## src/rtl/boot_pkg.sv

```systemverilog
// Shared types and constants for the stream-driven memory image loader.
// Imported by mem_boot_loader and boot_wr_port.
package boot_pkg;

  localparam int unsigned DefaultAddrW = 16;

  localparam logic [7:0] CmdWrite = 8'hA5;
  localparam logic [7:0] CmdRun   = 8'h5A;

  typedef enum logic [3:0] {
    StWaitCmd,
    StAddrH,
    StAddrL,
    StLenH,
    StLenL,
    StData,
    StCsum,
    StRun,
    StHalt
  } boot_state_e;

endpackage

```

## src/rtl/boot_wr_port.sv

```systemverilog
// Registered memory write port: holds the running write address and
// presents one-cycle write pulses with the registered address and data.
module boot_wr_port
  import boot_pkg::*;
#(
  parameter int unsigned AddrW = DefaultAddrW
) (
  input  logic             clk_i,
  input  logic             rst_i,
  input  logic             load_i,
  input  logic [AddrW-1:0] load_addr_i,
  input  logic             wr_i,
  input  logic [7:0]       wr_data_i,
  output logic             mem_we_o,
  output logic [AddrW-1:0] mem_addr_o,
  output logic [7:0]       mem_wdata_o
);

  logic [AddrW-1:0] next_addr_q, next_addr_d;
  logic [AddrW-1:0] addr_q, addr_d;
  logic [7:0]       wdata_q, wdata_d;
  logic             we_q, we_d;

  always_comb begin
    next_addr_d = next_addr_q;
    addr_d      = addr_q;
    wdata_d     = wdata_q;
    we_d        = wr_i;
    if (load_i) begin
      next_addr_d = load_addr_i;
    end
    if (wr_i) begin
      addr_d      = next_addr_q;
      wdata_d     = wr_data_i;
      // Natural overflow gives the FFFF -> 0000 wrap inside a block.
      next_addr_d = next_addr_q + AddrW'(1);
    end
  end

  always_ff @(posedge clk_i) begin
    if (rst_i) begin
      next_addr_q <= '0;
      addr_q      <= '0;
      wdata_q     <= '0;
      we_q        <= 1'b0;
    end else begin
      next_addr_q <= next_addr_d;
      addr_q      <= addr_d;
      wdata_q     <= wdata_d;
      we_q        <= we_d;
    end
  end

  // A pulse already registered is suppressed during the reset cycle itself.
  assign mem_we_o    = we_q & ~rst_i;
  assign mem_addr_o  = addr_q;
  assign mem_wdata_o = wdata_q;

endmodule

```

## src/rtl/mem_boot_loader.sv

```systemverilog
// Framed byte-stream image loader: writes payload bytes into memory and
// holds the CPU in reset until a RUN command; re-arms after the CPU halts.
module mem_boot_loader
  import boot_pkg::*;
#(
  parameter int unsigned AddrW = DefaultAddrW
) (
  input  logic             clk_i,
  input  logic             rst_i,
  input  logic             s_valid_i,
  output logic             s_ready_o,
  input  logic [7:0]       s_data_i,
  input  logic             hcf_i,
  output logic             mem_we_o,
  output logic [AddrW-1:0] mem_addr_o,
  output logic [7:0]       mem_wdata_o,
  output logic             cpu_rst_o,
  output logic             busy_o,
  output logic             err_o
);

  boot_state_e state_q, state_d;
  logic [7:0]  addr_hi_q, addr_hi_d;
  logic [7:0]  len_hi_q, len_hi_d;
  logic [15:0] cnt_q, cnt_d;
  logic [7:0]  sum_q, sum_d;
  logic        err_q, err_d;

  logic             xfer;
  logic             load;
  logic             wr;
  logic [AddrW-1:0] load_addr;
  logic [15:0]      len_full;

  assign s_ready_o = (state_q != StRun) && (state_q != StHalt);
  assign xfer      = s_valid_i & s_ready_o;
  assign len_full  = {len_hi_q, s_data_i};
  assign load_addr = AddrW'({addr_hi_q, s_data_i});

  always_comb begin
    state_d   = state_q;
    addr_hi_d = addr_hi_q;
    len_hi_d  = len_hi_q;
    cnt_d     = cnt_q;
    sum_d     = sum_q;
    err_d     = err_q;
    load      = 1'b0;
    wr        = 1'b0;

    unique case (state_q)
      StWaitCmd: begin
        if (xfer) begin
          if (s_data_i == CmdWrite) begin
            state_d = StAddrH;
            sum_d   = 8'h00;
          end else if (s_data_i == CmdRun) begin
            state_d = StRun;
          end else begin
            err_d = 1'b1;
          end
        end
      end
      StAddrH: begin
        if (xfer) begin
          addr_hi_d = s_data_i;
          sum_d     = sum_q + s_data_i;
          state_d   = StAddrL;
        end
      end
      StAddrL: begin
        if (xfer) begin
          load    = 1'b1;
          sum_d   = sum_q + s_data_i;
          state_d = StLenH;
        end
      end
      StLenH: begin
        if (xfer) begin
          len_hi_d = s_data_i;
          sum_d    = sum_q + s_data_i;
          state_d  = StLenL;
        end
      end
      StLenL: begin
        if (xfer) begin
          sum_d = sum_q + s_data_i;
          if (len_full == 16'h0000) begin
            state_d = StCsum;
          end else begin
            cnt_d   = len_full;
            state_d = StData;
          end
        end
      end
      StData: begin
        if (xfer) begin
          wr    = 1'b1;
          sum_d = sum_q + s_data_i;
          cnt_d = cnt_q - 16'd1;
          if (cnt_q == 16'd1) begin
            state_d = StCsum;
          end
        end
      end
      StCsum: begin
        if (xfer) begin
          if (s_data_i != sum_q) begin
            err_d = 1'b1;
          end
          state_d = StWaitCmd;
        end
      end
      StRun: begin
        if (hcf_i) begin
          state_d = StHalt;
        end
      end
      StHalt: begin
        state_d = StWaitCmd;
      end
      default: begin
        state_d = StWaitCmd;
      end
    endcase
  end

  always_ff @(posedge clk_i) begin
    if (rst_i) begin
      state_q   <= StWaitCmd;
      addr_hi_q <= 8'h00;
      len_hi_q  <= 8'h00;
      cnt_q     <= 16'h0000;
      sum_q     <= 8'h00;
      err_q     <= 1'b0;
    end else begin
      state_q   <= state_d;
      addr_hi_q <= addr_hi_d;
      len_hi_q  <= len_hi_d;
      cnt_q     <= cnt_d;
      sum_q     <= sum_d;
      err_q     <= err_d;
    end
  end

  assign cpu_rst_o = (state_q != StRun);
  assign busy_o    = (state_q != StWaitCmd) && (state_q != StRun);
  assign err_o     = err_q;

  boot_wr_port #(
    .AddrW(AddrW)
  ) u_wr_port (
    .clk_i      (clk_i),
    .rst_i      (rst_i),
    .load_i     (load),
    .load_addr_i(load_addr),
    .wr_i       (wr),
    .wr_data_i  (s_data_i),
    .mem_we_o   (mem_we_o),
    .mem_addr_o (mem_addr_o),
    .mem_wdata_o(mem_wdata_o)
  );

endmodule

```

## config.mk

```make
export PLATFORM = sky130hd
export DESIGN_NAME = mem_boot_loader
export DESIGN_NICKNAME = d
export VERILOG_FILES = /design/src/rtl/boot_pkg.sv /design/src/rtl/boot_wr_port.sv /design/src/rtl/mem_boot_loader.sv
export SDC_FILE = /design/constraint.sdc
export NUM_CORES = 1
export LEC_CHECK = 0
export ABC_AREA = 1
export BUFFER_PORTS_ARGS = -buffer_cell sky130_fd_sc_hd__buf_2
export CAP_MARGIN = 30
export CORE_MARGIN = 8
export CORE_UTILIZATION = 35
export CTS_CLUSTER_SIZE = 25
export DETAILED_ROUTE_END_ITERATION = 8
export PLACE_DENSITY_LB_ADDON = 0.3
export RECOVER_POWER = 25
export SYNTH_ARGS = -nofsm -noshare
export SYNTH_HDL_FRONTEND = slang
export SYNTH_SLANG_ARGS = --single-unit
```

## constraint.sdc

```tcl
create_clock -name clk_i -period 2.14 [get_ports clk_i]
set_input_delay 0.321 -clock clk_i [delete_from_list [all_inputs] [get_ports clk_i]]
set_output_delay 0.321 -clock clk_i [all_outputs]
set_load 0.02 [all_outputs]
```

# --- Yosys cells after proc, flatten, opt, wreduce, memory -nomap -nowiden ---
# Index checks and enable logic that the tools add are counted.
classes:
  n_addsub: 3
  multipliers: 0
  n_div: 0
  n_lt_le_gt_ge: 0
  eq_ne: 29
  n_shift: 0
  muxes: 32
  n_bitwise: 3
  reduce_logical: 16
ops:
  columns: ["cell", "count"]
  rows:
  - ["$mux 16", 5]
  - ["$mux 4", 11]
  - ["$pmux 16 s2", 1]
  - ["$pmux 4 s8", 1]
  - ["$ne 2x2->1 const B", 14]
  - ["$mux 8", 3]
  - ["$add 16x1->16 const B", 1]
  - ["$eq 16x1->1 const B", 1]
  - ["$eq 4x3->1 const B", 4]
  - ["$logic_not 16->1", 1]
  - ["$pmux 8 s2", 1]
  - ["$sub 16x1->16 const B", 1]
  - ["$reduce_and 10->1", 1]
  - ["$add 8x8->8", 1]
  - ["$eq 4x2->1 const B", 2]
  - ["$eq 8x7->1 const B", 1]
  - ["$eq 8x8->1 const B", 1]
  - ["$mux 1", 8]
  - ["$ne 8x8->1", 1]
  - ["$reduce_and 4->1", 2]
  - ["$reduce_bool 2->1", 4]
  - ["$reduce_and 6->1", 1]
  - ["$reduce_or 5->1", 1]
  - ["$eq 4x1->1 const B", 1]
  - ["12 further kinds", 15]
word_totals:
  register_bits: 86
  latchBits: 0
  ramBits: 0
  rom_bits: 0
  inputBits: 12
  elab_cells: 93
  n_memories: 0

# --- Longest topological paths before layout ---
logic_depth:
  depth_word: 7
  ltp_mapped: 11
  mapped_depth_nobuf: 11

# --- Modules after synthesis ---
# From an unflattened synthesis, not the netlist that was laid out.
unflattened:
  hier_cells: 754
  area_unflattened_um2: 4998.5
by_module_without_submodules:
  columns: ["mod", "n_inst", "cells_per_inst", "area_each_um2"]
  rows:
  - ["mem_boot_loader", 1, 475, 3044.2]
  - ["boot_wr_port", 1, 279, 1954.4]

# --- Least setup slack after synthesis ---
# Ideal clock, no wire load.
synth_timing:
  kind: "register -> register"
  startpoint: "reg state_q[2]"
  endpoint: "reg len_hi_q[6]"
  setup_ns: 0.128
  arrival_ns: 1.369
  t_required_ns: 2.012
  slack_ns: 0.644
  stages_incl_launch_ff: 11
  path_buffers: 1
  cell_sequence: "dfxtp_1 inv_2 nor2_4 nand2_4 nand3_4 inv_4 nand3_4 buf_4 nor2_1 a21oi_1 nor2_1"
synth_via:
  elab_chain_cells: 4
synth_rtl:
  columns: ["element", "line_no", "source"]
  rows:
  - ["start: declaration", "mem_boot_loader.sv:22", "boot_state_e state_q, state_d;"]
  - ["start signal: assignment", "mem_boot_loader.sv:129", "state_q <= StWaitCmd;"]
  - ["start signal: assignment", "mem_boot_loader.sv:136", "state_q <= state_d;"]
  - ["$ne 4x3->1", null, null]
  - ["net cpu_rst_o", "mem_boot_loader.sv:17", "output logic cpu_rst_o,"]
  - ["$logic_and 1x1->1", "mem_boot_loader.sv:35", "assign s_ready_o = (state_q != StRun) && (state_q != StHalt);"]
  - ["$and 1x1->1", "mem_boot_loader.sv:36", "assign xfer = s_valid_i & s_ready_o;"]
  - ["$reduce_and 2->1 (no line)", null, null]
  - ["end signal: assignment", "mem_boot_loader.sv:138", "len_hi_q <= len_hi_d;"]
  - ["end: declaration", "mem_boot_loader.sv:24", "logic [7:0] len_hi_q, len_hi_d;"]
# The timed path passes the listed nets, and every way through them passes these cells.
# A chain may end at the register's enable or synchronous reset.

# --- Final worst setup path ---
layout_timing:
  startpoint: "reg state_q[2]"
  endpoint: "reg cnt_q[8]"
layout_via:
  elab_chain_cells: 5
layout_rtl:
  columns: ["element", "line_no", "source"]
  rows:
  - ["$ne 4x3->1 or $ne 4x4->1 (tied branches)", "mem_boot_loader.sv:35", null]
  - ["$logic_and 1x1->1", "mem_boot_loader.sv:35", null]
  - ["$and 1x1->1", "mem_boot_loader.sv:36", null]
  - ["$ne 2x2->1 (no line)", null, null]
  - ["$reduce_and 4->1 (no line)", null, null]
  - ["end signal: assignment", "mem_boot_loader.sv:139", "cnt_q <= cnt_d;"]
  - ["end: declaration", "mem_boot_loader.sv:25", "logic [15:0] cnt_q, cnt_d;"]
# Several ways; a longest one is shown, not always the timed one.

==> impl_results.md <==
- Vias in the first global route: 4387
- Tmin final: 1.779 ns
- Clk sinks: 86
- First-pass GRT wire length: 22.05 mm
- Die Ht: 133.7 um
- PwrDens: 1010 mW/mm^2
- Final Max Slew Viols: 0
- Max-Cap Viols: 0
- Largest net degree at the start of global routing: 38
- Most frequent CP cell: nor2_1
- Max IR drop VDD: 0.0004518 V
- Crit path launch type: register
- Row cnt: 43
- Hpwl dp: 9.695 mm
- Routed vias/inst: 4.749
- Port Buf Inserts: 40
- Arrival @ worst endpoint: 2.01 ns
- Launch point of the worst reg-to-reg path: state_q[2]$_SDFFE_PP0P_
- Reg2reg path depth: 7
- Diodes inserted: 0
- Slowest stage delay, CP: 0.48 ns
- Initial drt markers: 280
- Synth Flop Type: dfxtp_1
- Vias: 4659
- Worst Clk Skew: 0.007011 ns
- # hold bufs at CTS: 0
- Initial Util: 35.32%
- End of the worst register-to-register path: cnt_q[8]$_SDFFE_PP0P_
- Reg2reg setup slack: 0.36 ns
- Clk_lat worst skew: 0.34 ns
- CTS buffer count: 9
- Synthesized area: 0.004846 mm^2
- Synth Register Bits: 86
- Power share of the sequential group: 36.8%
- # Post-CTS Setup Buffers: 0
- Synth Warn #: 0
- Commonest non-fill, non-tap cell in the layout: nand2_1
- Synth cell types: 37
- Max frequency: 562.0 MHz
- Number of synthesized flops with an enable pin: 0
- Slowest CP cell: dfxtp_1
- Fin nets: 821
- Worst EP required: 2.37 ns
- Logic gate share of total power: 37.5%
- Commonest non-fill, non-tap cells in the layout: nand2_1, nor2_1, dfxtp_1
- Non-Filler Instances: 981
- Share of cells above drive strength 1: 8.489%
- Endpoints failing setup: 0
- Setup TNS: 0 ns
- Ys async rst share: 0%
- Max FO, Critical Path: 17
- Drt pass-1 iters: 4
- Final Hold Fails: 0
- Core Area: 0.01372 mm^2
- Clk root buf: clkbuf_16
- Clk pwr share: 25.7%
- Syn nets: 780
- Sw Share: 40.90%
- Antenna violations before repair: 0
- CP Cell Sequence: nand2_1, nor2_1, nand3_2, nand2_4, inv_2, o21ai_0, nor2_1
- Status: finished, final reports clean
- Post-Place Cells: 967
- I/O Pins: 41
- Power Internal: 3265 uW
- Worst Setup End Kind: register
- Hold crit path type: primary input to register
- Total Wirelength: 13.16 mm
- Clock buffer depth: 2
- Crit path to: cnt_q[8]$_SDFFE_PP0P_
- Fill cells: 1490
- GP Congestion: 0.8692
- Area Growth Syn to Fin: 12.88%
- CTS tree: built
- Grt ovf: 0
- WL/cell: 13.41 um
- Mapped Cells: 757
- P_leak: 0.002426 uW
- Post-CTS Resized: 0
- Worst-path clk slew: 0.06 ns
- Worst slew margin: 62.42%
- Avg Synthesized Cell Area: 6.401 um^2
- Worst Tran Pin Value: 0.5636 ns
- DIE WIDTH: 133.7 um
- WS Path Type: register to register
- Sequential area share after synthesis: 35.53%
- Post-route clock period utilization: 83.14%
- Critical Path Source: state_q[2]$_SDFFE_PP0P_
- Die area: 0.01787 mm^2
- Global Route Usage Sum: 15.05%
- Unrepaired setup endpoints after global routing: no
- Drc violations: 0
- Switching power: 2259 uW
- Max H-tree Level: 3
- ANT nets after route: 0
critical path: cells and delay by family, from the launching register on:
family                 cells  cell delay (ns)
flip-flops                 1             0.48
AO/OA/AOI/OAI              1             0.18
buffers and inverters      1             0.15
AND/OR/NAND/NOR            5             0.85
synth_stat cells (2+ instances only):
master	count	share of area, %
nand2_2	6	0.77
xnor2_1	2	0.36
o21ai_0	45	4.6
inv_1	81	6.3
nand3_1	50	5.2
a21oi_1	66	6.8
buf_2	5	0.52
clkbuf_1	11	0.85
a211oi_1	2	0.31
nor2_1	126	9.8
buf_4	4	0.62
nor2_4	3	0.70
nand2_1	196	15
nor3_1	6	0.62
buf_6	3	0.70
nor2_2	3	0.39
dfxtp_1	86	36
ha_1	10	2.6
xor2_1	9	1.6
nand3_4	2	0.72
nand4_1	6	0.77
o211ai_1	2	0.31
nand2_4	2	0.46
inv_2	6	0.46
o21ai_1	12	1.2
o211a_1	2	0.41
through the flow:
stage	utilization, %	worst slack [ns]	instance area, um^2	hold WS, ns	total power (uW)
floorplan	-	0.6439	4846	0.4246	3657
global placement	38.28	0.2520	5251	0.4420	4136
detailed placement	38.28	0.2520	5251	0.4501	4140
CTS	40.14	0.3563	5507	0.3282	5561
global route	39.87	0.1469	5470	0.3932	5965
finish	39.87	0.3608	5470	0.3389	5524
layer usage:
layer  vias to the layer above  wire (um)  track usage (%)
met5                         -          0                0
met1                      2059       6751            21.33
met2                        95       5618            22.20
met3                        11        630            3.276
li1                       2494          -                -
met4                         0        156            4.367
logic make-up after synthesis:
group | count (synthesis) | synth area share [%]
buffers and inverters | 112 | 9.656
DFF | 86 | 35.53
and+or+nand+nor | 403 | 35.32
AOI/OAI and AO/OA | 134 | 14.51
xor gates and xnor gates | 11 | 1.988
adders and majority gates | 11 | 2.995
power groups by stage:
stage	Combinational, uW	Sequential [uW]	Clock (uW)
after global routing	2390	2060	1510
after detailed placement	2080	2060	0
final	2070	2030	1420
after CTS	2090	2030	1440
after global placement	2080	2060	0
after floorplan	1620	2040	0
flip-flops by register name (all words and copies together), names as in the netlist:
signal	flops
u_wr_port.mem_addr_o	16
err_o	1
u_wr_port.next_addr_q	16
len_hi_q	8
sum_q	8
addr_hi_q	8
cnt_q	16
u_wr_port.mem_wdata_o	8
state_q	4
u_wr_port.we_q	1
worst min path at each step:
stage	from	endpoint	slack, ns	depth (start not counted)
floorplan	addr_hi_q[1]$_SDFFE_PP0P_	addr_hi_q[1]$_SDFFE_PP0P_	0.42	2
global placement	addr_hi_q[1]$_SDFFE_PP0P_	addr_hi_q[1]$_SDFFE_PP0P_	0.44	2
detailed placement	addr_hi_q[0]$_SDFFE_PP0P_	addr_hi_q[0]$_SDFFE_PP0P_	0.45	2
CTS	s_data_i[3]	u_wr_port.next_addr_q[3]$_SDFFE_PP0P_	0.33	3
global route	s_data_i[2]	addr_hi_q[2]$_SDFFE_PP0P_	0.39	3
finish	s_data_i[3]	u_wr_port.next_addr_q[3]$_SDFFE_PP0P_	0.34	3
cell type report:
cell class / count / area (um^2) / area share (%)
Multi-Input combinational cell: 559 / 2654 / 48.51
Inverter: 89 / 337.8 / 6.176
Clock buffer: 10 / 229.0 / 4.186
Sequential cell: 86 / 1722 / 31.47
Clock inverter: 4 / 26.28 / 0.4803
Tap cell: 180 / 225.2 / 4.117
Timing Repair Buffer: 53 / 276.5 / 5.055
Note: power is estimated with default switching activity, not from simulation.
